===== src/rtl/dma_pkg.sv =====
// Shared types and helpers for the multi-channel DMA burst scheduler.
// Contents:
//   BOUNDARY        AXI address boundary a burst may not cross (bytes)
//   dma_dir_e       transfer direction
//   dma_ch_state_e  per-channel control state
//   dma_cmd_t       burst command payload toward the AXI master datapath
//   burst_beats()   beats in the next burst given remaining length and addresses
package dma_pkg;

    localparam int unsigned BOUNDARY     = 4096;
    localparam int unsigned DMA_NUM_CH   = 4;
    localparam int unsigned DMA_ADDR_W   = 32;
    localparam int unsigned CMD_CH_W     = $clog2(DMA_NUM_CH);
    localparam int unsigned CMD_ADDR_W   = DMA_ADDR_W;

    typedef enum logic {
        DIR_READ  = 1'b0,
        DIR_WRITE = 1'b1
    } dma_dir_e;

    typedef enum logic [1:0] {
        CH_IDLE  = 2'd0,
        CH_ISSUE = 2'd1,
        CH_DRAIN = 2'd2,
        CH_DONE  = 2'd3
    } dma_ch_state_e;

    typedef struct packed {
        logic [CMD_CH_W-1:0]   ch;
        dma_dir_e              dir;
        logic [CMD_ADDR_W-1:0] src;
        logic [CMD_ADDR_W-1:0] dst;
        logic [7:0]            len;
        logic                  last;
    } dma_cmd_t;

    // Smallest of: remaining beats, burst cap, room before the next 4 KB line on src and on dst.
    // Offsets are beat-aligned, so the shift gives an exact beat count.
    function automatic logic [31:0] burst_beats(
        input logic [31:0] remaining,
        input logic [11:0] src_off,
        input logic [11:0] dst_off,
        input int unsigned beat_lg2,
        input int unsigned max_burst
    );
        logic [31:0] beats;
        logic [31:0] room_s;
        logic [31:0] room_d;
        room_s = (32'(BOUNDARY) - 32'(src_off)) >> beat_lg2;
        room_d = (32'(BOUNDARY) - 32'(dst_off)) >> beat_lg2;
        beats  = remaining;
        if (32'(max_burst) < beats) beats = 32'(max_burst);
        if (room_s < beats)         beats = room_s;
        if (room_d < beats)         beats = room_d;
        return beats;
    endfunction

endpackage


===== src/rtl/dma_rr_arbiter.sv =====
// Round-robin arbiter over N requesters.
// Ports:
//   clk, rst     clock, async active-high reset (pointer returns to requester 0)
//   req          per-requester request
//   advance      the current grant is being taken this cycle
//   gnt_idx_c    index of the granted requester (combinational)
//   gnt_any_c    some requester is granted (combinational)
// The pointer marks the highest-priority requester; after a taken grant it moves
// to the one just after the winner.
module dma_rr_arbiter #(
    parameter int unsigned N = 4
) (
    input  logic                 clk,
    input  logic                 rst,
    input  logic [N-1:0]         req,
    input  logic                 advance,
    output logic [$clog2(N)-1:0] gnt_idx_c,
    output logic                 gnt_any_c
);

    localparam int unsigned IDX_W = $clog2(N);

    logic [IDX_W-1:0] ptr_q;

    function automatic logic [IDX_W-1:0] wrap_idx(input logic [IDX_W-1:0] base, input int unsigned off);
        int unsigned s;
        s = 32'(base) + off;
        if (s >= N) s = s - N;
        return IDX_W'(s);
    endfunction

    // First requester at or after the pointer, wrapping.
    always_comb begin
        gnt_idx_c = '0;
        gnt_any_c = 1'b0;
        for (int unsigned off = 0; off < N; off++) begin
            if (!gnt_any_c && req[wrap_idx(ptr_q, off)]) begin
                gnt_any_c = 1'b1;
                gnt_idx_c = wrap_idx(ptr_q, off);
            end
        end
    end

    // Priority pointer.
    always_ff @(posedge clk or posedge rst) begin
        if (rst) begin
            ptr_q <= '0;
        end else if (advance && gnt_any_c) begin
            ptr_q <= wrap_idx(gnt_idx_c, 1);
        end
    end

endmodule


===== src/rtl/dma_mc_burst_scheduler.sv =====
// Multi-channel DMA command front-end: splits per-channel transfers into AXI4 INCR
// bursts (capped at MAX_BURST beats, never crossing a 4 KB line on src or dst),
// round-robins them onto one registered command port and tracks completions.
// Ports:
//   clk, rst                     clock, async active-high reset
//   ch_req_valid/ready           per-channel request handshake (ready = channel idle)
//   ch_req_dir/src/dst/len       per-channel request payload (len in beats, 0 allowed)
//   ch_abort                     stop issuing on a channel in ISSUE
//   cmd_valid/ready              burst command handshake toward the AXI master
//   cmd_ch/dir/src/dst/len/last  burst command payload (len = beats-1)
//   cpl_valid/ch/err             burst completion from the datapath
//   ch_busy/done/err             per-channel status (done = 1-cycle pulse, err sticky)
module dma_mc_burst_scheduler
    import dma_pkg::*;
#(
    parameter int unsigned NUM_CH     = DMA_NUM_CH,
    parameter int unsigned ADDR_W     = DMA_ADDR_W,
    parameter int unsigned LEN_W      = 16,
    parameter int unsigned DATA_BYTES = 4,
    parameter int unsigned MAX_BURST  = 16,
    parameter int unsigned MAX_OUTST  = 4
) (
    input  logic                      clk,
    input  logic                      rst,
    input  logic [NUM_CH-1:0]         ch_req_valid,
    output logic [NUM_CH-1:0]         ch_req_ready,
    input  logic [NUM_CH-1:0]         ch_req_dir,
    input  logic [NUM_CH*ADDR_W-1:0]  ch_req_src,
    input  logic [NUM_CH*ADDR_W-1:0]  ch_req_dst,
    input  logic [NUM_CH*LEN_W-1:0]   ch_req_len,
    input  logic [NUM_CH-1:0]         ch_abort,
    output logic                      cmd_valid,
    input  logic                      cmd_ready,
    output logic [$clog2(NUM_CH)-1:0] cmd_ch,
    output logic                      cmd_dir,
    output logic [ADDR_W-1:0]         cmd_src,
    output logic [ADDR_W-1:0]         cmd_dst,
    output logic [7:0]                cmd_len,
    output logic                      cmd_last,
    input  logic                      cpl_valid,
    input  logic [$clog2(NUM_CH)-1:0] cpl_ch,
    input  logic                      cpl_err,
    output logic [NUM_CH-1:0]         ch_busy,
    output logic [NUM_CH-1:0]         ch_done,
    output logic [NUM_CH-1:0]         ch_err
);

    localparam int unsigned CH_W     = $clog2(NUM_CH);
    localparam int unsigned BEAT_LG2 = $clog2(DATA_BYTES);
    localparam int unsigned OUT_W    = $clog2(MAX_OUTST + 1);
    localparam int unsigned SIZE_W   = $clog2(MAX_BURST + 1);
    localparam logic [ADDR_W-1:0] ALIGN_MASK = ~(ADDR_W'(DATA_BYTES - 1));

    dma_ch_state_e     state_q [NUM_CH];
    dma_ch_state_e     state_d [NUM_CH];
    logic [ADDR_W-1:0] src_q   [NUM_CH];
    logic [ADDR_W-1:0] src_d   [NUM_CH];
    logic [ADDR_W-1:0] dst_q   [NUM_CH];
    logic [ADDR_W-1:0] dst_d   [NUM_CH];
    logic [LEN_W-1:0]  rem_q   [NUM_CH];
    logic [LEN_W-1:0]  rem_d   [NUM_CH];
    logic [OUT_W-1:0]  outst_q [NUM_CH];
    logic [OUT_W-1:0]  outst_d [NUM_CH];
    logic [NUM_CH-1:0] dir_q, dir_d;
    logic [NUM_CH-1:0] err_q, err_d;
    logic [NUM_CH-1:0] ready_q, busy_q, done_q;

    logic [NUM_CH-1:0] elig_c;
    logic [NUM_CH-1:0] issue_v, cpl_v;
    logic [CH_W-1:0]   gnt_idx;
    logic              gnt_any;
    logic              load_c;
    logic              issue_c;
    logic [SIZE_W-1:0] g_beats;

    dma_cmd_t cmd_q, cmd_d;
    logic     cmd_valid_q, cmd_valid_d;

    // Channels that may put a burst on the command port this cycle.
    always_comb begin
        elig_c = '0;
        for (int unsigned i = 0; i < NUM_CH; i++) begin
            elig_c[i] = (state_q[i] == CH_ISSUE) && (rem_q[i] != '0) &&
                        (outst_q[i] < OUT_W'(MAX_OUTST)) && !ch_abort[i];
        end
    end

    dma_rr_arbiter #(
        .N (NUM_CH)
    ) u_arb (
        .clk       (clk),
        .rst       (rst),
        .req       (elig_c),
        .advance   (load_c),
        .gnt_idx_c (gnt_idx),
        .gnt_any_c (gnt_any)
    );

    // Command register loads when empty or being drained; size of the granted burst.
    always_comb begin
        load_c  = !cmd_valid_q || cmd_ready;
        issue_c = load_c && gnt_any;
        g_beats = SIZE_W'(burst_beats(32'(rem_q[gnt_idx]), src_q[gnt_idx][11:0],
                                      dst_q[gnt_idx][11:0], BEAT_LG2, MAX_BURST));
    end

    // Per-channel issue and completion strobes.
    always_comb begin
        issue_v = '0;
        cpl_v   = '0;
        if (issue_c)   issue_v[gnt_idx] = 1'b1;
        if (cpl_valid) cpl_v[cpl_ch]    = 1'b1;
    end

    // Channel FSMs and address/length/outstanding bookkeeping.
    always_comb begin
        dir_d = dir_q;
        err_d = err_q;
        for (int unsigned i = 0; i < NUM_CH; i++) begin
            state_d[i] = state_q[i];
            src_d[i]   = src_q[i];
            dst_d[i]   = dst_q[i];
            rem_d[i]   = rem_q[i];
            outst_d[i] = outst_q[i];

            if (issue_v[i]) begin
                src_d[i] = src_q[i] + (ADDR_W'(g_beats) << BEAT_LG2);
                dst_d[i] = dst_q[i] + (ADDR_W'(g_beats) << BEAT_LG2);
                rem_d[i] = rem_q[i] - LEN_W'(g_beats);
            end

            // A completion against zero outstanding is not counted.
            if (issue_v[i] && !(cpl_v[i] && outst_q[i] != '0)) begin
                outst_d[i] = outst_q[i] + OUT_W'(1);
            end else if (!issue_v[i] && cpl_v[i] && outst_q[i] != '0) begin
                outst_d[i] = outst_q[i] - OUT_W'(1);
            end

            unique case (state_q[i])
                CH_IDLE: begin
                    if (ch_req_valid[i]) begin
                        src_d[i]   = ch_req_src[i*ADDR_W +: ADDR_W] & ALIGN_MASK;
                        dst_d[i]   = ch_req_dst[i*ADDR_W +: ADDR_W] & ALIGN_MASK;
                        rem_d[i]   = ch_req_len[i*LEN_W +: LEN_W];
                        dir_d[i]   = ch_req_dir[i];
                        err_d[i]   = 1'b0;
                        state_d[i] = (ch_req_len[i*LEN_W +: LEN_W] == '0) ? CH_DONE : CH_ISSUE;
                    end
                end
                CH_ISSUE: begin
                    if (ch_abort[i]) begin
                        err_d[i]   = 1'b1;
                        state_d[i] = CH_DRAIN;
                    end else if (rem_d[i] == '0) begin
                        state_d[i] = CH_DRAIN;
                    end
                end
                CH_DRAIN: begin
                    if (outst_q[i] == '0) state_d[i] = CH_DONE;
                end
                CH_DONE: begin
                    state_d[i] = CH_IDLE;
                end
            endcase

            // Error sets take priority over the clear on accept.
            if (cpl_v[i] && (cpl_err || outst_q[i] == '0)) err_d[i] = 1'b1;
        end
    end

    // Next command register contents.
    always_comb begin
        cmd_d       = cmd_q;
        cmd_valid_d = cmd_valid_q;
        if (load_c) cmd_valid_d = gnt_any;
        if (issue_c) begin
            cmd_d.ch   = CMD_CH_W'(gnt_idx);
            cmd_d.dir  = dma_dir_e'(dir_q[gnt_idx]);
            cmd_d.src  = CMD_ADDR_W'(src_q[gnt_idx]);
            cmd_d.dst  = CMD_ADDR_W'(dst_q[gnt_idx]);
            cmd_d.len  = 8'(g_beats - SIZE_W'(1));
            cmd_d.last = (LEN_W'(g_beats) == rem_q[gnt_idx]);
        end
    end

    // State and output registers.
    always_ff @(posedge clk or posedge rst) begin
        if (rst) begin
            for (int unsigned i = 0; i < NUM_CH; i++) begin
                state_q[i] <= CH_IDLE;
                src_q[i]   <= '0;
                dst_q[i]   <= '0;
                rem_q[i]   <= '0;
                outst_q[i] <= '0;
            end
            dir_q       <= '0;
            err_q       <= '0;
            ready_q     <= '1;
            busy_q      <= '0;
            done_q      <= '0;
            cmd_q       <= '0;
            cmd_valid_q <= 1'b0;
        end else begin
            for (int unsigned i = 0; i < NUM_CH; i++) begin
                state_q[i] <= state_d[i];
                src_q[i]   <= src_d[i];
                dst_q[i]   <= dst_d[i];
                rem_q[i]   <= rem_d[i];
                outst_q[i] <= outst_d[i];
                ready_q[i] <= (state_d[i] == CH_IDLE);
                busy_q[i]  <= (state_d[i] != CH_IDLE);
                done_q[i]  <= (state_d[i] == CH_DONE);
            end
            dir_q       <= dir_d;
            err_q       <= err_d;
            cmd_q       <= cmd_d;
            cmd_valid_q <= cmd_valid_d;
        end
    end

    assign ch_req_ready = ready_q;
    assign ch_busy      = busy_q;
    assign ch_done      = done_q;
    assign ch_err       = err_q;
    assign cmd_valid    = cmd_valid_q;
    assign cmd_ch       = CH_W'(cmd_q.ch);
    assign cmd_dir      = cmd_q.dir;
    assign cmd_src      = ADDR_W'(cmd_q.src);
    assign cmd_dst      = ADDR_W'(cmd_q.dst);
    assign cmd_len      = cmd_q.len;
    assign cmd_last     = cmd_q.last;

endmodule


===== config.mk =====
export PLATFORM = sky130hd
export DESIGN_NAME = dma_mc_burst_scheduler
export DESIGN_NICKNAME = d
export VERILOG_FILES = /design/src/rtl/dma_pkg.sv /design/src/rtl/dma_rr_arbiter.sv /design/src/rtl/dma_mc_burst_scheduler.sv
export SDC_FILE = /design/constraint.sdc
export NUM_CORES = 2
export LEC_CHECK = 0
export CAP_MARGIN = 30
export CORE_ASPECT_RATIO = 1.1
export CORE_MARGIN = 8
export CORE_UTILIZATION = 59
export DETAILED_ROUTE_END_ITERATION = 10
export PLACE_DENSITY = 0.87
export SLEW_MARGIN = 30
export SYNTH_ARGS = -nofsm -noshare
export SYNTH_HDL_FRONTEND = slang
export SYNTH_SLANG_ARGS = --single-unit

===== constraint.sdc =====
create_clock -name clk -period 39.3 [get_ports clk]
set_input_delay 3.93 -clock clk [delete_from_list [all_inputs] [get_ports clk]]
set_output_delay 3.93 -clock clk [all_outputs]
set_load 0.05 [all_outputs]

==> impl_results.md <==
- Synth top area share: about two fifths
- First-pass GRT wire length: 141,700 µm
- PostCTS Resize Cnt: 0
- Critical Path End Type: flop
- Final Critical Period: roughly 18,000 ps
- Final Hold Viols: 0
- Max incr delay on CP: 960 ps
- GRT Residual Overflow: 0
- Num CTS Buffers: 46
- Die width: about 220 µm
- TNS Setup: 0 ps
- Clock sink total: ~420
- Clk buf depth: 3
- Top area cells in the synthesized netlist: dfrtp_1, nand2_1, xnor2_1
- Period utilization: 44.68%
- Max-slew violations: 0
- CP Launch Type: input pin
- Core area: roughly 45,000 µm²
- Unique masters post-synth: between 90 and 100
- Ys flop type: dfrtp_1
- Worst-path maximum fanout: 66
- Post-synth EDFFs: 0
- FILL cells: between 3,000 and 4,000
- Root Driver: clkbuf_16
- Critical-path top delay cell: nor4b_1
- CTS Hold Buffers Added: 0
- Routed WL per cell: 21.67 µm
- Class of the tightest hold or removal check: reg -> reg
- Max-cap violation count: 0
- Layout net count: ~4,100
- Slew @ Worst Pin: between 1000 and 1500 ps
- Largest net degree at the start of global routing: approximately 130
- Critical Path RT: just under 40,000 ps
- Crit path kind: in -> reg
- Hold Path Stages: 1
- Avg Cell Area, Syn: about 8 µm²
- DR iter-0 viols: approximately 3,700
- Std cell rows: between 80 and 90
- Worst r2r dst: dst_q[95]$_DFF_PP0_
- CTS tree: built
- Mapped Area: approximately 27,000 µm²
- Total wire length: between 90,000 and 100,000 µm
- Setup Fix Bufs, Post-CTS: 0
- Relative slew margins: around a quarter
- Cell count after synthesis: 3,356
- Initial Util: between 50% and 60%
- Synth Register Bits: ~420
- CP dominant cell by count: ha_1
- GR Util All Layers: between 30% and 40%
- Buffers on Ports: 411
- Post-synth top area cell: dfrtp_1
- Via count: about 26,000
- Share of layout cells above drive strength 1: 5.405%
- Ys Warns: 0
- Post-DP HPWL: about 68,000 µm
- Worst r2r src: rem_q[56]$_DFF_PP0_
- Arr. time, crit path: ~18,000 ps
- R2R setup slack: ~25,000 ps
- DR DRC count: 0
- Share of flip-flops with an asynchronous set or reset: 100.0%
- Number of global-route vias before repair: 25,140
- Unrepaired setup endpoints after global routing: false
- R2r worst-path depth: 45
- Via/cell ratio: approximately 6.2
- Final setup violating endpoints: 0
- Placer Congestion: a little over 1
- Final clock skew: between 20 and 30 ps
- Chip height: 240.3 µm
- Num ports: around 430
- Initial antenna violation count: 9
- Fmax: between 50 and 60 MHz
- Final ANT Viol Nets: 0
- Reg clk slew, reported paths: 70 ps
- Area grow syn2layout: 21.93%
- Worst-Skew Late Latency: 600 ps
- Die Area: 52,840 µm²
- Initial DRT Pass Iterations: 10
- End of the worst hold path: cmd_ch[0]$_DFFE_PP0P_
- Worst hold start: cmd_ch[0]$_DFFE_PP0P_
- CTS H-tree depth: 2
- Sequential share of the synthesized area: 38.69%
- Status: completed
per-layer routing:
| layer | global-route usage, % | vias up | share of wire (%) |
|---|---|---|---|
| met5 | 0 | - | 0 |
| met4 | 15.33 | 0 | 4.6 |
| met3 | 7.889 | 239 | 11 |
| met2 | 48.48 | 1565 | 43 |
| met1 | 48.94 | 12570 | 41 |
| li1 | - | 12120 | - |
sequential cells by signal, summed over array words and instances, names as in the netlist, 4 cells and up:
| register | cells |
|---|---|
| state_q | 8 |
| outst_q | 12 |
| dst_q | 120 |
| cmd_len | 6 |
| rem_q | 64 |
| cmd_src | 30 |
| ch_err | 4 |
| src_q | 120 |
| ch_busy | 4 |
| dir_q | 4 |
| ch_req_ready | 4 |
| ch_done | 4 |
| cmd_dst | 30 |
worst max path at each step:
| stage | slack (ps) | start | to | depth (start not counted) |
|---|---|---|---|---|
| 2_1_floorplan | 23770 | rst | ch_busy[0]$_DFF_PP0_ | 1 |
| 3_3_place_gp | 21960 | ch_abort[1] | dst_q[95]$_DFF_PP0_ | 44 |
| 3_5_place_dp | 21640 | ch_abort[1] | dst_q[91]$_DFF_PP0_ | 44 |
| 4_1_cts | 22270 | ch_abort[1] | dst_q[95]$_DFF_PP0_ | 44 |
| 5_1_grt | 21180 | ch_abort[1] | dst_q[93]$_DFF_PP0_ | 44 |
| 6_report | 21740 | ch_abort[1] | dst_q[95]$_DFF_PP0_ | 44 |
critical path: cells and delay by family:
family                     cells  cell delay, ps
AOI/OAI and AO/OA             20            6920
and+or+nand+nor               13            2990
buffers and inverters          5            2350
adders and majority gates      4            1380
xor gates and xnor gates       2             300
logic make-up after synthesis:
family / share of synthesized area [%]
other: 0.02783
flip-flops: 38.69
buffers and inverters: 3.983
adder cells (fa/ha/maj): 3.835
multiplexers: 1.549
AND/OR/NAND/NOR: 26.12
XOR/XNOR: 10.94
AO/OA/AOI/OAI: 14.85
area by class of cell:
type / count / area, µm² / area share [%]
Inverter: 69 / 271.5 / 0.8253
Antenna cell: 10 / 25.02 / 0.07607
Timing Repair Buffer: 443 / 4369 / 13.28
Clock inverter: 16 / 127.6 / 0.3879
Clock buffer: 68 / 1365 / 4.149
Multi-Input combinational cell: 2687 / 15560 / 47.31
Sequential cell: 417 / 10440 / 31.73
Tap cell: 588 / 735.7 / 2.236
Yosys cell counts, types with 10 or more instances:
cell type  count
nand2_1      796
dfrtp_1      413
o21ai_0      294
nor2_1       247
xnor2_1      192
nand3_1      165
xor2_1       145
clkbuf_1     143
a21oi_1       75
inv_1         66
o21ai_1       63
nor3_1        59
and3_1        57
nand4_1       57
ha_1          53
a31oi_1       37
nor4_1        31
a21o_1        27
and2_1        26
o211ai_1      21
buf_2         20
mux2i_1       19
mux2_2        18
a221oi_1      17
or2_2         17
a211oi_1      16
nor3b_1       15
or3_1         15
buf_4         13
nand2b_1      13
nor2b_1       13
buf_1         12
maj3_1        11
o31ai_1       11
a211o_1       10
cell usage in the layout (no fill, tap or decap), drive strengths merged, types with 15 or more instances in the layout:
cell type,netlist,layout
and3,57,57
mux2i,20,20
nand2,796,796
a31oi,37,37
nor3b,15,15
a221oi,17,17
nor2,248,248
inv,69,71
clkbuf,143,68
ha,53,53
a211oi,17,17
dfrtp,413,413
nor3,65,65
buf,48,32
o21ai,357,357
nand3,165,165
clkdlybuf4s50,0,411
or3,15,15
and2,26,26
nor4,36,36
maj3,20,20
nand4,57,57
a21o,28,28
xor2,145,145
o211ai,22,22
or2,22,22
xnor2,192,192
a21oi,79,79
mux2,19,19
through the flow:
| step | std cells | util, % | cell area [µm²] | hold slack, ps | worst slack, ps |
|---|---|---|---|---|---|
| after CTS | 4288 | 72.45 | 32850 | 481.5 | 22270 |
| after global placement | 4204 | 69.14 | 31350 | 459.5 | 21960 |
| final | 4298 | 72.54 | 32900 | 479.1 | 21740 |
| after detailed placement | 4204 | 69.16 | 31360 | 465.8 | 21640 |
| after global routing | 4296 | 72.53 | 32890 | 491.4 | 21180 |
| after floorplan | 3364 | - | 27010 | 445.5 | 23770 |
Power is not shown: default switching activity piles up to over one toggle a cycle in this logic, so the estimate is an artifact.
